## config.mk

```make
export PLATFORM = sky130hd
export DESIGN_NAME = fetch_ctrl
export DESIGN_NICKNAME = d
export VERILOG_FILES = /design/src/rtl/fetch_ctrl_pkg.sv /design/src/rtl/fetch_ctrl_sat.sv /design/src/rtl/fetch_ctrl.sv
export SDC_FILE = /design/constraint.sdc
export NUM_CORES = 1
export LEC_CHECK = 0
export ABC_AREA = 1
export BUFFER_PORTS_ARGS = -buffer_cell sky130_fd_sc_hd__buf_2
export CORE_UTILIZATION = 45
export CTS_CLUSTER_DIAMETER = 60
export CTS_CLUSTER_SIZE = 28
export DETAILED_ROUTE_END_ITERATION = 10
export PLACE_DENSITY = 0.66
export SLEW_MARGIN = 30
export SYNTH_ARGS = -nofsm -noshare
export SYNTH_HDL_FRONTEND = slang
export SYNTH_SLANG_ARGS = --single-unit
```

## constraint.sdc

```tcl
create_clock -name CLK -period 2.2 [get_ports CLK]
set_input_delay 0 -clock CLK [delete_from_list [all_inputs] [get_ports CLK]]
set_output_delay 0 -clock CLK [all_outputs]
set_load 0.01 [all_outputs]
```

## src/rtl/fetch_ctrl_pkg.sv

```systemverilog
// Shared definitions for the fetch sequencing controller: FSM states,
// the default exception vector and the redirect-kind encoding.
package fetch_ctrl_pkg;

   typedef enum logic [1:0] {
      RUN  = 2'd0,
      PEND = 2'd1,
      HALT = 2'd2
   } fetch_state_t;

   localparam logic [31:0] EXC_VECTOR_DEFAULT = 32'h0000_0080;

   localparam logic REDIR_BRANCH = 1'b0;
   localparam logic REDIR_EXC    = 1'b1;

endpackage

```

## src/rtl/fetch_ctrl_sat.sv

```systemverilog
// Saturating up-counter used for the fetch performance counters.
module sat_counter #(
   parameter int CNT_W = 16
) (
   input  logic             CLK,
   input  logic             RESET,
   input  logic             inc,
   output logic [CNT_W-1:0] count
);

   // Increment on request, sticking at all-ones once reached.
   always_ff @(posedge CLK or negedge RESET) begin
      if (!RESET) begin
         count <= '0;
      end else if (inc && (count != {CNT_W{1'b1}})) begin
         count <= count + 1'b1;
      end
   end

endmodule

```

## src/rtl/fetch_ctrl.sv

```systemverilog
// Fetch-stage sequencing controller: decides advance/freeze/redirect each
// cycle and parks redirects that arrive while fetch cannot advance.
module fetch_ctrl
   import fetch_ctrl_pkg::*;
#(
   parameter int          DELAY_SLOT = 1,
   parameter logic [31:0] EXC_VECTOR = EXC_VECTOR_DEFAULT,
   parameter int          CNT_W      = 16
) (
   input  logic             CLK,
   input  logic             RESET,
   input  logic             IM_READY,
   input  logic             stall_ID,
   input  logic             br_valid,
   input  logic             br_taken,
   input  logic [31:0]      br_target,
   input  logic             exc_valid,
   input  logic             halt,
   input  logic             resume,
   output logic             FREEZE,
   output logic             no_new_fetch,
   output logic             taken_branch1,
   output logic [31:0]      nextInstruction_address,
   output logic             fetchNull2,
   output logic [CNT_W-1:0] stall_cnt,
   output logic [CNT_W-1:0] redirect_cnt
);

   fetch_state_t state;
   logic [31:0]  pend_addr;
   logic         pend_exc;

   logic         advance;
   logic         req_exc;
   logic         req;
   logic [31:0]  req_addr;
   logic         issue;
   logic         issue_exc;
   logic [31:0]  issue_addr;
   logic         replace;

   assign FREEZE       = !IM_READY;
   assign no_new_fetch = stall_ID || (state == HALT);
   assign advance      = !FREEZE && !no_new_fetch;

   // An exception request always outranks a taken branch in the same cycle.
   assign req_exc  = exc_valid;
   assign req      = exc_valid || (br_valid && br_taken);
   assign req_addr = exc_valid ? EXC_VECTOR : br_target;
   assign replace  = exc_valid && !pend_exc;

   always_comb begin
      issue      = 1'b0;
      issue_exc  = REDIR_BRANCH;
      issue_addr = '0;
      case (state)
         RUN: begin
            issue      = req && advance;
            issue_exc  = req_exc;
            issue_addr = req_addr;
         end
         PEND: begin
            issue      = advance;
            issue_exc  = pend_exc || replace;
            issue_addr = replace ? EXC_VECTOR : pend_addr;
         end
         default: begin
            issue = 1'b0;
         end
      endcase
   end

   // Redirects are suppressed while reset is held, even though state reads RUN.
   assign taken_branch1           = issue && RESET;
   assign nextInstruction_address = taken_branch1 ? issue_addr : 32'h0;
   assign fetchNull2              = taken_branch1 && (issue_exc || (DELAY_SLOT == 0));

   always_ff @(posedge CLK or negedge RESET) begin
      if (!RESET) begin
         state     <= RUN;
         pend_addr <= '0;
         pend_exc  <= REDIR_BRANCH;
      end else begin
         case (state)
            RUN: begin
               if (req && !advance) begin
                  pend_addr <= req_addr;
                  pend_exc  <= req_exc;
                  state     <= PEND;
               end else if (!req && halt) begin
                  state <= HALT;
               end
            end
            PEND: begin
               if (advance) begin
                  pend_addr <= '0;
                  pend_exc  <= REDIR_BRANCH;
                  state     <= RUN;
               end else if (replace) begin
                  pend_addr <= EXC_VECTOR;
                  pend_exc  <= REDIR_EXC;
               end
            end
            HALT: begin
               if (exc_valid) begin
                  pend_addr <= EXC_VECTOR;
                  pend_exc  <= REDIR_EXC;
                  state     <= PEND;
               end else if (resume) begin
                  state <= RUN;
               end
            end
            default: begin
               state <= RUN;
            end
         endcase
      end
   end

   sat_counter #(.CNT_W(CNT_W)) u_stall_cnt (
      .CLK   (CLK),
      .RESET (RESET),
      .inc   (!advance),
      .count (stall_cnt)
   );

   sat_counter #(.CNT_W(CNT_W)) u_redirect_cnt (
      .CLK   (CLK),
      .RESET (RESET),
      .inc   (taken_branch1),
      .count (redirect_cnt)
   );

endmodule

```

==> results of run 1 <==
-- kinds of logic (layout without fill, tap and decap cells) --
group	Yosys count	after routing	synth area share, %
compound gates	87	87	10.24
flops	67	67	37.92
fa+ha+maj	6	6	1.698
simple gates	431	431	41.11
xor+xnor	14	14	2.773
buf+inv	65	179	6.253
-- state kept, by name, summed over array words and instances (netlist names) --
name,cells
pend_addr,32
pend_exc,1
state,2
u_redirect_cnt.count,16
u_stall_cnt.count,16
-- synthesized netlist by cell type, drive strengths merged --
library cell	number
nand3	85
nand4	10
inv	32
o21a	1
ha	6
nand2	289
xor2	7
a21oi	35
dfrtp	67
buf	16
clkbuf	17
nor2	46
xnor2	7
nor3	1
o21ai	51
-- tightest hold or removal path, delay by kind of cell --
kind            cells  cell delay [ps]
simple gates        3              160
compound gates      1               60
buf+inv             1              110
-- area by class of cell --
cell class              instances  area, µm²
clock buffers                  10      137.6
clock inverters                 6      88.84
fillers                       944       3955
inverters                      32      120.1
multi-input cells             538       2477
flip-flops and latches         67       1677
well taps                     129      161.4
repair buffers                131      754.5
-- repair_timing --
| item | in CTS | in global routing |
|---|---|---|
| hold buffers | 12 | 0 |
| gates resized for setup | 0 | 4 |
| setup endpoints to repair | 0 | 33 |
| endpoints found under the hold margin | 78 | 0 |
| setup buffers | 0 | 1 |
-- how the worst max path moves through the flow --
stage / from / to / cells past startpoint
floorplan: state[0] / u_redirect_cnt.count[2] / 11
global placement: state[0] / pend_addr[28] / 10
detailed placement: state[0] / pend_addr[7] / 10
CTS: state[0] / nextInstruction_address[14] / 9
global route: state[0] / nextInstruction_address[7] / 9
finish: state[0] / nextInstruction_address[7] / 9
-- power by group --
group | internal (mW) | switching (mW) | total, mW | leakage (nW)
logic | 0.701 | 1.50 | 2.20 | 1.73
clock network | 0.669 | 0.498 | 1.17 | 0.108
registers | 1.63 | 0.312 | 1.94 | 0.899
total | 3.00 | 2.31 | 5.31 | 2.74
-- through the flow --
| step | cells | area (µm²) | hold WS, ps | power [mW] | setup TNS, ps |
|---|---|---|---|---|---|
| after floorplan | 670 | 4422 | -295.6 | 3.487 | 0 |
| after global placement | 884 | 5045 | 286.2 | 4.068 | 0 |
| after detailed placement | 884 | 5045 | 292.5 | 4.132 | 0 |
| after CTS | 912 | 5391 | 0.5267 | 5.337 | 0 |
| after global routing | 913 | 5416 | 26.09 | 5.775 | -0.3391 |
| final | 913 | 5416 | 16.91 | 5.311 | 0 |
-- per-layer routing --
metal	routed length (µm)	track usage, %
met5	0	0
met4	127	9.253
met3	661	3.606
met2	5439	39.77
met1	5430	32.11
==> impl_results.md, run 1 <==
- Worst Path Required: 2200 ps
- Max incr delay on CP: 400 ps
- FF-to-FF setup slack: 310 ps
- Final core utilization: 57.80%
- Most common cell after layout, fill and taps aside: nand2_1
- Reg-to-Reg End: pend_addr[14]
- CP cell instances: inv_1 > ha_1 > inv_2 > nand3_4 > inv_2 > nand3_2 > buf_8 > a21oi_1 > buf_2
- Hold path start: br_target[19]
- Drt pass-1 iters: 4
- Wire per inst: 12.77 µm
- Synth warnings: 0
- Crit path kind: flop to output pin
- CTS tree: yes
- Vias in the first global route: 4223
- Worst path arrival time: 2070 ps
- Worst vdd ir: 523.7 µV
- Setup violators final: 0
- DRC: 0
- CP bufs+invs: 5
- FF+latch count, synth: 67
- Pre-CTS WS: 332.4 ps
- Initial antenna violation count: 0
- Pleak: 2.736 nW
- Largest net degree at the start of global routing: 68
- Antenna-violating nets left: 0
- Pwr dens: 980.5 nW/µm²
- Critical Path Source Type: flop
- Skew final: 9.189 ps
- Tot GR Track Use: 24.13%
- Hold Path Stages: 5
- Final Cycle Share: 94.28%
- Top cell type's share of synthesized area: 37.92%
- Worst Hold End: pend_addr[19]
- CTS H-tree lvls: 3
- Seq/Total Area, Yosys: 37.92%
- Final hold violations: 0
- Area contributors post-synth: dfrtp_1, nand2_1, nand3_1
- Synth Cell Area: 4422 µm²
- CP dominant cell by count: inv_2
- Max Slew Vio Count: 0
- Cells on worst reg2reg path: 10
- Fmax: 482.1 MHz
- Mapped Nets: 717
- Slowest cell on the critical path: dfrtp_1
- Tmin final: 2074 ps
- Mapped Cells: 670
- Routability congestion estimate: 0.8588
- Vias per cell: 5.093
- Clock transition at path regs: 80 ps
- FF-to-FF Start: state[0]
- Yosys top cell by area: dfrtp_1
- Global-route wire length before repair: 19530 µm
- Layout cells sized above 1: 20.54%
- Initial Util: 47.18%
- Routed vias: 4650
- Final wirelength: 11660 µm
- HPWL Detailed: 8007 µm
- Number of clock sinks: 67
- Max FO, Critical Path: 33
- Status: complete, no violations
- Die area: 10230 µm²
- Synthesis-to-finish area growth: 22.50%
- CP endpoint kind: output pin
- Rows: 35
- Die W: 101.1 µm
- # IOs: 109
- Final net count: 826
- Worst hold path type: input pin to flop
- DRT iter0 DRCs: 177
- PnR worst setup slack: 125.8 ps
- Post-synth cell types: 28
- Aggregate global routing overflow: 0
- Clock buffer count from CTS: 9
- Syn Area/Cell: 6.600 µm²
- Clock Latency Late Sink: 350 ps
- Worst-Margin Slew: 614.9 ps
- Slew margin rel.: 59.00%
- DIE HEIGHT: 101.1 µm
- Root Buffer: clkbuf_8
- Cell family with most CP delay: buffers and inverters
- Commonest cells after routing, fill and taps aside: nand2_1, buf_2, nand3_1
- Number of I/O port buffers: 108
- N_diodes: 0
- Core ar.: 9371 µm²
- Max-cap violations: 0
- Max Root-Sink Buffers: 2
(Power assumes the default switching activity.)
==> run 2, diff against run 1 <==
- CORE_MARGIN: default -> 8
- HOLD_SLACK_MARGIN: default -> 0.02
==> run 2 against run 1 <==
- clock-buffer cell count rose by 3
- fmax rose by 3.0%
- clock power fell by 19%
- final cell count rose by 1.8%
- wire length rose by 7.0%
- combinational power barely moved
- hold slack improved by 23 ps
- first-iteration DRC count rose by 130%
- sequential cell count did not move
- core utilization fell by 0.74 points
- global-route usage fell by 4.9 points
- sequential share of layout area fell by 0.47 points
==> impl_results.md, run 2 (synthesized netlist as in run 1, its figures left out) <==
- Max-cap violations: 0 (unchanged)
- Max Slew Vio Count: 0 (unchanged)
- Largest register by flop count: pend_addr (unchanged)
- Worst hold path type: input pin to flop (unchanged)
- CTS H-tree lvls: 3 (unchanged)
- Global-route wire length before repair: 20910 µm (was 19530 µm)
- GRT busiest layer: met2 (unchanged)
- Crit path kind: flop to output pin (unchanged)
- Worst vdd ir: 721.9 µV (was 523.7 µV)
- Most common cell after layout, fill and taps aside: nand2_1 (unchanged)
- Tot GR Track Use: 19.27% (was 24.13%)
- Aggregate global routing overflow: 0 (unchanged)
- Fmax: 496.6 MHz (was 482.1 MHz)
- Commonest cells after routing, fill and taps aside: nand2_1, buf_2, nand3_1 (unchanged)
- Routability congestion estimate: 0.8136 (was 0.8588)
- Met3 Use GR: 3.939% (was 3.606%)
- Max FFs per register: 32 (unchanged)
- Pleak: 2.774 nW (was 2.736 nW)
- PnR worst setup slack: 186.3 ps (was 125.8 ps)
- GRT met1 Usage: 23.14% (was 32.11%)
- Max Root-Sink Buffers: 2 (unchanged)
- Clock transition at path regs: 70 ps (was 80 ps)
- Unrepaired setup endpoints after global routing: no
- Wire per inst: 13.43 µm (was 12.77 µm)
- Skew final: 5.492 ps (was 9.189 ps)
- Number of clock sinks: 67 (unchanged)
- DRC: 0 (unchanged)
- DIE HEIGHT: 115.1 µm (was 101.1 µm)
- Die area: 13250 µm² (was 10230 µm²)
- Synthesis-to-finish area growth: 24.39% (was 22.50%)
- DRT iter0 DRCs: 402 (was 177)
- CP endpoint kind: output pin (unchanged)
- Routed vias: 4670 (was 4650)
- Root Buffer: clkbuf_8 (unchanged)
- Clock buffer count from CTS: 9 (unchanged)
- Worst path arrival time: 2010 ps (was 2070 ps)
- Tmin final: 2014 ps (was 2074 ps)
- Final wirelength: 12480 µm (was 11660 µm)
- Final Cycle Share: 91.53% (was 94.28%)
- Pwr dens: 925.2 nW/µm² (was 980.5 nW/µm²)
- Status: complete, no violations (unchanged)
- Initial antenna violation count: 0 (unchanged)
- Setup violators final: 0 (unchanged)
- CTS tree: yes (unchanged)
- Largest net degree at the start of global routing: 68 (unchanged)
- HPWL Detailed: 8685 µm (was 8007 µm)
- Final setup TNS: 0 ps (unchanged)
- Slew margin rel.: 43.21% (was 59.00%)
- Number of I/O port buffers: 108 (unchanged)
- Pre-CTS WS: 265.9 ps (was 332.4 ps)
- Max FO, Critical Path: 33 (unchanged)
- Antenna-violating nets left: 0 (unchanged)
- Vias per cell: 5.027 (was 5.093)
- Final hold violations: 0 (unchanged)
- Initial Util: 45.87% (was 47.18%)
- Die W: 115.1 µm (was 101.1 µm)
- Final net count: 839 (was 826)
- Rows: 36 (was 35)
- Fill cells: 964 (was 944)
- N_diodes: 0 (unchanged)
- Clock Latency Late Sink: 340 ps (was 350 ps)
- # IOs: 109 (unchanged)
- Worst-Margin Slew: 851.8 ps (was 614.9 ps)
- Layout cells sized above 1: 20.10% (was 20.54%)
- Vias in the first global route: 4487 (was 4223)
- Regs by FF count: pend_addr: 32 flops, u_redirect_cnt.count: 16 flops, u_stall_cnt.count: 16 flops (unchanged)
- Drt pass-1 iters: 6 (was 4)
- GR Util met2: 32.93% (was 39.77%)
- Core ar.: 9639 µm² (was 9371 µm²)
- Worst Path Required: 2200 ps (about the same)
- Critical Path Source Type: flop (unchanged)
run 2: where the power goes:
| group | switching, mW | internal [mW] |
|---|---|---|
| Sequential | 0.303 | 1.63 |
| Clock | 0.452 | 0.492 |
| Combinational | 1.50 | 0.714 |
| Total | 2.25 | 2.84 |
run 2: final cells by class:
cell class                      count  area [µm²]  share of cell area (%)
Clock inverter                      2       10.01                  0.1820
Sequential cell                    67        1677                   30.48
Multi-Input combinational cell    538        2481                   45.11
Inverter                           32       120.1                   2.184
Timing Repair Buffer              144       877.1                   15.95
Clock buffer                       13       168.9                   3.071
Tap cell                          133       166.4                   3.025
run 2: final timing paths:
kind                               start                          to  slack [ps]  cells after the start
max in group asynchronous          RESET               pend_addr[23]        1180                      3
min reg2reg                 pend_addr[2]                pend_addr[2]         480                      2
min                        br_target[15]               pend_addr[15]          40                      5
max                             state[0]  nextInstruction_address[5]         190                      9
max reg2reg                     state[0]               pend_addr[29]         300                     10
min in group asynchronous          RESET                pend_addr[5]         480                      3
run 2: critical path: stages (launching register included):
cell and delay (ps):
dfrtp_1 360, inv_1 70, ha_1 220, inv_2 120
nand3_4 120, inv_2 110, nand3_2 120, buf_6 220
a21oi_1 160, buf_2 160
run 2: routing by layer:
metal | vias to the layer above | wire, µm
met5 | - | 0
met4 | 0 | 210
met3 | 17 | 750
met2 | 126 | 5881
met1 | 2113 | 5634
li1 | 2414 | -
run 2: repair_timing:
action | in CTS | in global routing
endpoints found under the setup margin | 1 | 33
setup buffers | 0 | 1
hold buffers | 25 | 0
cloned | 0 | 0
resized for setup | 1 | 3
hold endpoints to repair | 91 | 0
run 2: through the flow:
stage                     std cells  power [mW]  instance area (µm²)  hold slack (ps)  util [%]
after detailed placement        888       4.112                 5050            290.1     52.39
final                           929       5.089                 5500            39.80     57.06
after floorplan                 670       3.487                 4422           -295.6         -
after global placement          888       4.042                 5050            291.1     52.39
after CTS                       928       5.114                 5483            20.14     56.88
after global routing            929       5.561                 5500            47.80     57.06
